**src/rtl/bp_cfg_param_streamer.sv**
```systemverilog
`default_nettype none
// +--------------------------------------------------------------------------+
// | Module   : bp_cfg_param_streamer                                         |
// | Purpose  : Reads one configuration record from a synchronous ROM and     |
// |            streams it LSW-first over valid/ready; bad IDs get 1 err word. |
// | Revision : 1.0  initial release                                          |
// +--------------------------------------------------------------------------+
module bp_cfg_param_streamer #(
    parameter int CFG_WIDTH   = 512,
    parameter int WORD_WIDTH  = 64,
    parameter int NUM_CFGS    = 16,
    parameter int LG_NUM_CFGS = (NUM_CFGS > 1) ? $clog2(NUM_CFGS) : 1,
    parameter int NUM_WORDS   = (CFG_WIDTH + WORD_WIDTH - 1) / WORD_WIDTH
) (
    input  logic                   clk_i,
    input  logic                   reset_n_i,
    input  logic                   req_v_i,
    input  logic [LG_NUM_CFGS-1:0] req_id_i,
    output logic                   req_ready_o,
    output logic                   rom_r_v_o,
    output logic [LG_NUM_CFGS-1:0] rom_addr_o,
    input  logic [CFG_WIDTH-1:0]   rom_data_i,
    output logic                   word_v_o,
    output logic [WORD_WIDTH-1:0]  word_o,
    output logic                   word_last_o,
    output logic                   word_err_o,
    input  logic                   word_ready_i
);

    localparam int C_CNT_W = (NUM_WORDS > 1) ? $clog2(NUM_WORDS) : 1;
    localparam int C_BUF_W = NUM_WORDS * WORD_WIDTH;
    localparam int C_PAD_W = C_BUF_W - CFG_WIDTH;
    localparam logic [C_CNT_W-1:0]   C_LAST_CNT = C_CNT_W'(NUM_WORDS - 1);
    localparam logic [LG_NUM_CFGS:0] C_NUM_CFGS = (LG_NUM_CFGS + 1)'(NUM_CFGS);

    typedef enum logic [2:0] {
        S_IDLE  = 3'd0,
        S_FETCH = 3'd1,
        S_LOAD  = 3'd2,
        S_SEND  = 3'd3,
        S_ERR   = 3'd4
    } state_t;

    state_t                 r_state;
    state_t                 w_state_nxt;
    logic [LG_NUM_CFGS-1:0] r_id;
    logic [C_BUF_W-1:0]     r_shift;
    logic [C_BUF_W-1:0]     w_rom_ext;
    logic [C_CNT_W-1:0]     r_cnt;
    logic                   w_id_bad;
    logic                   w_last;

    // Pad the record up to a whole number of words so the final word's upper bits read as 0.
    generate
        if (C_PAD_W > 0) begin : g_pad
            assign w_rom_ext = {{C_PAD_W{1'b0}}, rom_data_i};
        end else begin : g_nopad
            assign w_rom_ext = rom_data_i;
        end
    endgenerate

    assign w_id_bad = (req_id_i == '0) || ({1'b0, req_id_i} >= C_NUM_CFGS);
    assign w_last   = (r_cnt == C_LAST_CNT);

    always_comb begin
        w_state_nxt = r_state;
        req_ready_o = 1'b0;
        rom_r_v_o   = 1'b0;
        rom_addr_o  = '0;
        word_v_o    = 1'b0;
        word_o      = '0;
        word_last_o = 1'b0;
        word_err_o  = 1'b0;
        case (r_state)
            S_IDLE: begin
                req_ready_o = 1'b1;
                if (req_v_i) begin
                    w_state_nxt = w_id_bad ? S_ERR : S_FETCH;
                end
            end
            S_FETCH: begin
                rom_r_v_o   = 1'b1;
                rom_addr_o  = r_id;
                w_state_nxt = S_LOAD;
            end
            S_LOAD: begin
                w_state_nxt = S_SEND;
            end
            S_SEND: begin
                word_v_o    = 1'b1;
                word_o      = r_shift[WORD_WIDTH-1:0];
                word_last_o = w_last;
                if (word_ready_i && w_last) begin
                    w_state_nxt = S_IDLE;
                end
            end
            S_ERR: begin
                word_v_o    = 1'b1;
                word_last_o = 1'b1;
                word_err_o  = 1'b1;
                if (word_ready_i) begin
                    w_state_nxt = S_IDLE;
                end
            end
            default: w_state_nxt = S_IDLE;
        endcase
    end

    always_ff @(posedge clk_i) begin
        if (!reset_n_i) begin
            r_state <= S_IDLE;
            r_id    <= '0;
            r_shift <= '0;
            r_cnt   <= '0;
        end else begin
            r_state <= w_state_nxt;
            case (r_state)
                S_IDLE: begin
                    if (req_v_i) begin
                        r_id <= req_id_i;
                    end
                end
                S_LOAD: begin
                    r_shift <= w_rom_ext;
                    r_cnt   <= '0;
                end
                S_SEND: begin
                    // Counter stops on the last word so it never wraps inside a response.
                    if (word_ready_i && !w_last) begin
                        r_shift <= r_shift >> WORD_WIDTH;
                        r_cnt   <= r_cnt + 1'b1;
                    end
                end
                default: ;
            endcase
        end
    end

endmodule
`default_nettype wire

```
**config.mk**
```make
export PLATFORM = sky130hd
export DESIGN_NAME = bp_cfg_param_streamer
export DESIGN_NICKNAME = d
export VERILOG_FILES = /design/src/rtl/bp_cfg_param_streamer.sv
export SDC_FILE = /design/constraint.sdc
export NUM_CORES = 1
export LEC_CHECK = 0
export BUFFER_PORTS_ARGS = -buffer_cell sky130_fd_sc_hd__buf_4
export CORE_MARGIN = 10
export CORE_UTILIZATION = 55
export DETAILED_ROUTE_END_ITERATION = 7
export PLACE_DENSITY = 0.92
export SLEW_MARGIN = 20
export SYNTH_ARGS = -nofsm -noshare
export SYNTH_HDL_FRONTEND = slang
export SYNTH_SLANG_ARGS = --single-unit
```
**constraint.sdc**
```tcl
create_clock -name clk_i -period 3.1 [get_ports clk_i]
set_clock_uncertainty 0.15 [all_clocks]
set_input_delay 0.31 -clock clk_i [delete_from_list [all_inputs] [get_ports clk_i]]
set_output_delay 0.31 -clock clk_i [all_outputs]
set_load 0.1 [all_outputs]
```
## After elaboration in Yosys (flattened, before gate mapping)

Cells that the tools add are included.

| word-level totals | value |
|---|---|
| bits in registers | 522 |
| bits in latches | 0 |
| bits in writable memories | 0 |
| memory bits (read-only) | 0 |
| logic and storage cells | 40 |
| memories | 0 |

| cells by class | value |
|---|---|
| add/sub/neg operators | 1 |
| multipliers | 0 |
| div/mod/pow operators | 0 |
| $lt $le $gt $ge | 0 |
| eq/ne operators | 9 |
| shift operators | 0 |
| multiplexer cells | 16 |
| bitwise logic cells | 0 |
| reduce and logical (&&, ||, !) cells | 10 |

Operators by type and width:

| cell | count |
|---|---|
| 512-bit case mux with 2 select lines | 1 |
| 512-bit two-way mux | 1 |
| 64-bit two-way mux | 1 |
| 3-bit two-way mux | 5 |
| 3-bit case mux with 5 select lines | 1 |
| 2-bit != test, second input constant | 4 |
| 3-bit by 2-bit == test with 1-bit output, second input constant | 2 |
| 3-bit == test, second input constant | 2 |
| 3-bit case mux with 2 select lines | 1 |
| 4-bit zero test | 1 |
| 1-bit two-way mux | 4 |
| 4-bit two-way mux | 1 |
| 2-bit AND reduction | 2 |
| 3-bit by 1-bit adder with 3-bit output, second input constant | 1 |
| 3-bit by 1-bit == test with 1-bit output, second input constant | 1 |
| 3-bit zero test | 1 |
| 3-bit AND reduction | 1 |
| 1-bit logical AND | 2 |
| 1-bit case mux with 2 select lines | 1 |
| 2-bit nonzero test | 1 |
| 2-bit OR reduction | 1 |
| 1-bit zero test | 1 |

## Logic depth before layout (Yosys ltp)

Gate-level depths: netlist (run 1).

| depth | value |
|---|---|
| depth in word-level cells | 5 |
| mapped depth | 9 |
| depth with buffers taken out | 5 |

## Worst setup path after synthesis (run 1)

No wires, ideal clock.

| path | value |
|---|---|
| path type | reg-to-output |
| start | register r_state[0] |
| end | output req_ready_o |
| arrival | 2.918 ns |
| slack | -0.278 ns |
| stages on the path, launching flop included | 6 |
| path through | dfxtp_1 > buf_2 > buf_6 > buf_2 > clkbuf_1 > nor3_1 |

| between the ends | value |
|---|---|
| word-level cells in the longest chain between the ends | 2 |

Ends and longest elaborated chain:

| element | line | RTL |
|---|---|---|
| start: declaration | 44 | `state_t r_state;` |
| start signal: assignment | 116 | `r_state <= w_state_nxt;` |
| 3-bit zero test | 74 | `case (r_state)` |
| 1-bit two-way mux | 74 |  |
| end: declaration | 19 | `output logic req_ready_o,` |

No other way between the ends.

## Worst setup path after layout (run 1)

| path | value |
|---|---|
| start | register r_state[1] |
| end | output word_o[25] |

| between the ends | value |
|---|---|
| word-level cells in the longest chain between the ends | 2 |

Ends and longest elaborated chain:

| element | line | RTL |
|---|---|---|
| 3-bit by 2-bit == test with 1-bit output | 74 |  |
| 64-bit two-way mux | 74 |  |
| end: declaration | 24 | `output logic [WORD_WIDTH-1:0] word_o,` |

No other way between the ends.

==> metrics.md, run 1 <==
| Metric | Value |
|---|---|
| DRC violations left | `0` |
| Commonest cells after routing, fill and taps aside | `buf_4, dfxtp_1, mux2i_1, a2111oi_0, a31o_2` |
| RSZ-0062 raised after global routing | `false` |
| Placed Cells | `3,320` |
| Outcome | `complete, no violations` |
| R2r setup slk | `310 ps` |
| Worst-path clk slew | `around 60 ps` |
| Critical Path AT | `between 2000 and 2500 ps` |
| I/O pin total | `approximately 600` |
| Worst IR Drop VDD | `0.000455 V` |
| Slew Limit Fails | `0` |
| Post-Layout Cell Count | `3,501` |
| TritonRoute pass-1 iters | `5` |
| Detailed Place HPWL | `61.5 mm` |
| Post-synth design cell area | `between 0.02 and 0.03 mm²` |
| Leakage | `12.6 nW` |
| Routed length per instance | `27.4 µm` |
| Commonest non-fill, non-tap cell in the layout | `buf_4` |
| DR vias | `24.4k` |
| RD Place Congestion | `0.896` |
| MaxCap Viol Count | `0` |
| Hold Vio Cnt, Final | `0` |
| Die Span Y | `237 µm` |
| Endpoint type of the worst setup path | `primary output` |
| # setup viols final | `0` |
| Overall power | `0.0174 W` |
| Total die area | `0.0562 mm²` |
| Met3 Use GR | `7.71%` |
| Worst-path maximum fanout | `65` |
| Max clock buf depth | `3` |
| Setup TNS Final | `0 ps` |
| NumNets Final | `3,363` |
| Synth Instances | `2,422` |
| Worst-Margin Slew | `1100 ps` |
| H-Tree Depth | `2` |
| Initial antenna violation count | `12` |
| Via-to-Cell Ratio | `6.96` |
| Syn Area/Cell | `10.7 µm²` |
| Yosys reg bits | `522` |
| IO buf count | `approximately 590` |
| GR Util met2 | `between 40 and 50%` |
| Vias in the first global route | `23.6k` |
| Starting density of the core | `55.7%` |
| Fin crit share | `93.7%` |
| Sequential area share after synthesis | `40.3%` |
| GR Overflow Total | `0` |
| CTS tree | `done` |
| Class of the worst hold path | `in -> reg` |
| Global-route wire length before repair | `144 mm` |
| Synth-to-layout area growth | `26.8%` |
| Synth area leader | `dfxtp_1` |
| Syn_nets | `2,944` |
| Pwr Density | `530 mW/mm²` |
| Share of Yosys cell area claimed by the top area cell type | `40.3%` |
| Fin crit period | `2900 ps` |
| CTS Buf Count | `55` |
| Sink Count | `approximately 520` |
| Area contributors post-synth | `dfxtp_1, mux2i_1, a2111oi_0, a31o_2, a31o_1` |
| Total of warnings raised by yosys | `0` |
| GRT met1 Usage | `just over 40%` |
| Die width | `237 µm` |
| Fmax | `0.344 GHz` |
| Busiest layer in global routing | `met2` |
| WL final | `96.1 mm` |
| Root Buffer | `clkbuf_16` |
| Final antenna-violating net count | `0` |
| Slew HR | `26.0%` |
| Tot GR Track Use | `31.6%` |
| CP Class | `reg -> out` |
| Nature of the critical path startpoint | `flip-flop` |
| Share of post-route cells with drive strength above 1 | `37.1%` |
| Drt first-iter violations | `roughly 3.2k` |
| Post-CTS Setup Bufs | `0` |
| Critical path data required time | `2640 ps` |
| Largest net degree at the start of global routing | `210` |
| Latest clock arrival within the worst-skew pair | `610 ps` |
| Core box area | `0.0466 mm²` |
| Unique masters post-synth | `36` |
| # rows | `79` |
## cells by family after synthesis
logic type                 share of synthesized area [%]
muxes                                               17.5
DFF                                                 40.3
and+or+nand+nor                                     2.47
buffers and inverters                               6.94
AOI/OAI and AO/OA                                   32.7
adders and majority gates                         0.0965
## worst max-delay path, stage by stage, from the launching register on
cell	delay, ps
dfxtp_1	650
and3b_2	320
buf_12	220
and2_1	240
buf_4	310
## layer usage
layer,vias up,share of wire [%]
li1,10800,-
met1,11900,40
met2,1395,45
met3,279,10
met4,4,4.9
met5,-,0.033
## report_power, final
part	internal [W]	total [W]	switching (W)	leakage [nW]
registers	0.00711	0.00739	0.000283	4.24
logic	0.00140	0.00309	0.00169	7.46
clock network	0.00414	0.00696	0.00282	0.943
total	0.0126	0.0174	0.00479	12.6
## sequential cells by signal, indices dropped and copies added, names as in the netlist
name     cells
r_shift    512
r_id         4
r_cnt        3
r_state      3
## final timing paths
path,depth (start not counted),endpoint,startpoint
min reg2reg,1,r_shift[332],r_shift[332]
max reg2reg,6,r_shift[182],r_cnt[0]
max,4,word_o[25],r_state[1]
min,2,r_shift[386],reset_n_i
## layout make-up
type	instances	area (µm²)
fill	3001	13700
clock buffer	78	1630
antenna	12	30.0
inverter	2	15.0
clock inverter	20	267
tap	607	759
multi-input combinational	1526	13700
timing repair buffer	734	6020
sequential	522	10500
## synth_stat cells
cell       count
nor3_2         1
buf_1          2
nand2b_1       4
nand2_1        6
mux2i_1      453
inv_1          1
and3b_1        2
clkbuf_1     246
nor4b_4        1
a31o_2       306
dfxtp_1      522
a31o_1       142
a2111oi_0    448
nor2b_1        2
or3b_2         1
nor3_1         1
nor2_1         8
nor4_1         1
buf_8          1
nand3b_1       1
ha_1           2
o22ai_2        1
a22o_1        64
a31oi_1        2
a2bb2oi_1      3
clkbuf_4       5
and2_1        65
inv_2          1
buf_4         34
buf_6         21
a21o_1         1
a21oi_1        1
nand3_1        5
and3_1         4
buf_2         63
nand2b_4       1
## through the flow
step           hold slack, ps  cell area [µm²]  setup slack (ps)  utilization (%)
2_1_floorplan             292            25900               577                -
3_3_place_gp              305            30200               424             65.0
3_5_place_dp              304            30200               382             65.0
4_1_cts                  30.3            32800               215             70.6
5_1_grt                  59.1            32900               130             70.6
6_report                 70.6            32900               196             70.6
## what timing repair did
action | in CTS | in global routing
endpoints found under the hold margin | 71 | 0
hold buffers | 71 | 0
gates resized for setup | 0 | 0
Note: power is estimated with default switching activity, not from simulation.
==> inputs of run 2 (changes only) <==
- ABC_CLOCK_PERIOD_IN_PS: default -> 2400
- CORE_UTILIZATION: 55 -> 49
- PLACE_DENSITY: 0.92 -> 0.87
- clock period: 3.1 -> 2.4 ns (I/O delays scaled with it)
==> run 2 against run 1 <==
The flow now finishes with violations (negative setup slack). Register-to-register slack got worse by 520 ps. Clock power increased by 29%. Clock-buffer cell count increased by 8. Setup slack got worse by 410 ps. Routed wire length increased by 11%. Die area increased by 11%. Core utilization decreased by 2.4 points. Sequential share of layout area decreased by 2.6 points. First-iteration DRC count decreased by 9.2%. Cell count increased by 6.6%. Final area increased by 8.8%. Via count increased by 5.5%. Critical path type is now reg -> reg. Largest cell class unchanged.
==> metrics.md, run 2 (synthesis gave the netlist of run 1 again) <==
| Metric | Value |
|---|---|
| Die width | `250 µm` |
| Sink Count | `522` |
| Worst IR Drop VDD | `approximately 0.00052 V` |
| Slew HR | `around 33%` |
| I/O pin total | `593` |
| CP Class | `reg -> reg` |
| Post-Place Setup Slack | `-13.9 ps` |
| Busiest layer in global routing | `met2` |
| DRC violations left | `0` |
| Fin crit share | `109%` |
| Commonest non-fill, non-tap cell in the layout | `buf_4` |
| Starting density of the core | `49.4%` |
| RD Place Congestion | `0.947` |
| Core box area | `0.0524 mm²` |
| Initial antenna violation count | `15` |
| H-Tree Depth | `2` |
| Largest net degree at the start of global routing | `148` |
| Commonest cells after routing, fill and taps aside | `buf_4, dfxtp_1, mux2i_1, a2111oi_0, a31o_2` |
| Critical path data required time | `2800 ps` |
| Design Area, Final | `0.0358 mm²` |
| GRT met1 Usage | `between 30% and 40%` |
| Fmax | `0.383 GHz` |
| MaxCap Viol Count | `0` |
| WL final | `about 110 mm` |
| Latest clock arrival within the worst-skew pair | `640 ps` |
| Final antenna-violating net count | `0` |
| Met3 Use GR | `7.98%` |
| Class of the worst hold path | `in -> reg` |
| CTS tree | `done` |
| Vias in the first global route | `25.1k` |
| Worst setup margin | `-212 ps` |
| IO buf count | `just under 600` |
| # setup viols final | `roughly 240` |
| Top reg by flops | `r_shift` |
| NumNets Final | `about 3.5k` |
| Drt first-iter violations | `roughly 2.9k` |
| TritonRoute pass-1 iters | `6` |
| # rows | `84` |
| Overall power | `~0.023 W` |
| Max FFs per register | `~510` |
| CTS Buf Count | `56` |
| DR vias | `around 26k` |
| RSZ-0062 raised after global routing | `true` |
| Tot GR Track Use | `a little under a third` |
| Pwr Density | `644 mW/mm²` |
| Layout fillers | `3,351` |
| Total die area | `roughly 0.062 mm²` |
| Via-to-Cell Ratio | `6.89` |
| Hold Vio Cnt, Final | `0` |
| Global-route wire length before repair | `about 150 mm` |
| Failing checks | `negative setup slack` |
| Worst-Margin Slew | `1000 ps` |
| Share of post-route cells with drive strength above 1 | `between 30 and 40%` |
| Critical Path AT | `3020 ps` |
| GR Overflow Total | `0` |
| Nature of the critical path startpoint | `flip-flop` |
| GR Util met2 | `47.4%` |
| Synth-to-layout area growth | `38.0%` |
| Routed length per instance | `about 29 µm` |
| Detailed Place HPWL | `63.0 mm` |
| Worst-path maximum fanout | `71` |
| Largest registers | `r_shift: 512 flops, r_id: 4 flops` |
| Leakage | `13.7 nW` |
| Die Span Y | `250 µm` |
| Slew Limit Fails | `0` |
| Root Buffer | `clkbuf_16` |
| Dpl cell area | `0.0309 mm²` |
| Max clock buf depth | `3` |
| Endpoint type of the worst setup path | `flip-flop` |
| Fin crit period | `between 2000 and 3000 ps` |
| Worst-path clk slew | `around 60 ps` |
| Outcome | `finished, violations left` |
## run 2: cell types whose count changed in the layout (fill, tap and decap cells not counted), moves of 14 or more
cell,delta
a2111oi_1,+14
and2_1,-64
buf_4,-34
and2_4,+64
buf_12,+87
a2111oi_0,-22
dlygate4sd3_1,+79
## run 2: per-stage QoR
| step | hold WS [ps] | utilization, % | setup TNS [ps] | instances |
|---|---|---|---|---|
| detailed placement | 309 | 59.0 | -13.9 | 3449 |
| global route | 15.1 | 68.2 | -33740 | 3728 |
| CTS | 0.361 | 67.4 | -187 | 3705 |
| global placement | 306 | 59.0 | 0 | 3449 |
| finish | 20.6 | 68.2 | -6860 | 3731 |
| floorplan | 223 | - | 0 | 2422 |
## run 2: critical path, stage by stage, from the launching register on
cell	delay, ps
dfxtp_1	340
ha_1	220
ha_1	200
nand2b_4	190
buf_12	210
buf_4	210
a2111oi_0	760
a31o_2	210
## run 2: timing repair
action / CTS / global route
endpoints found under the hold margin: 163 / 0
resized for setup: 245 / 69
pin swaps: 0 / 31
hold buffers: 150 / 0
gates cloned: 1 / 8
setup buffers: 4 / 3
setup endpoints to repair: 73 / 432
## run 2: report_power, final
part | switching (W) | internal, W | leakage [nW]
sequential | 0.000372 | 0.00919 | 4.24
clock | 0.00374 | 0.00527 | 0.939
combinational | 0.00240 | 0.00208 | 8.51
total | 0.00651 | 0.0165 | 13.7
## run 2: cell type report
cell class	instances	area (µm²)	share of cell area (%)
Antenna cell	16	40.0	0.112
Clock buffer	86	1690	4.74
Clock inverter	15	211	0.591
Inverter	2	15.0	0.0420
Multi-Input combinational cell	1526	14000	39.0
Sequential cell	522	10500	29.2
Tap cell	688	861	2.41
Timing Repair Buffer	876	8530	23.8
## run 2: path summary, 6_finish.rpt
| check | startpoint | endpoint | slack, ps | cells past startpoint |
|---|---|---|---|---|
| worst max-delay path | r_cnt[0] | r_shift[121] | -210 | 7 |
| worst min-delay path | rom_data_i[356] | r_shift[356] | 20 | 4 |
| worst max register to register | r_cnt[0] | r_shift[121] | -210 | 7 |
| worst min register to register | r_shift[418] | r_shift[418] | 330 | 1 |
## run 2: metal layers
metal / vias to the layer above / routed length (µm)
li1: 11100 / -
met1: 12500 / 41300
met2: 1714 / 48100
met3: 383 / 11300
met4: 0 / 6100
met5: - / 0
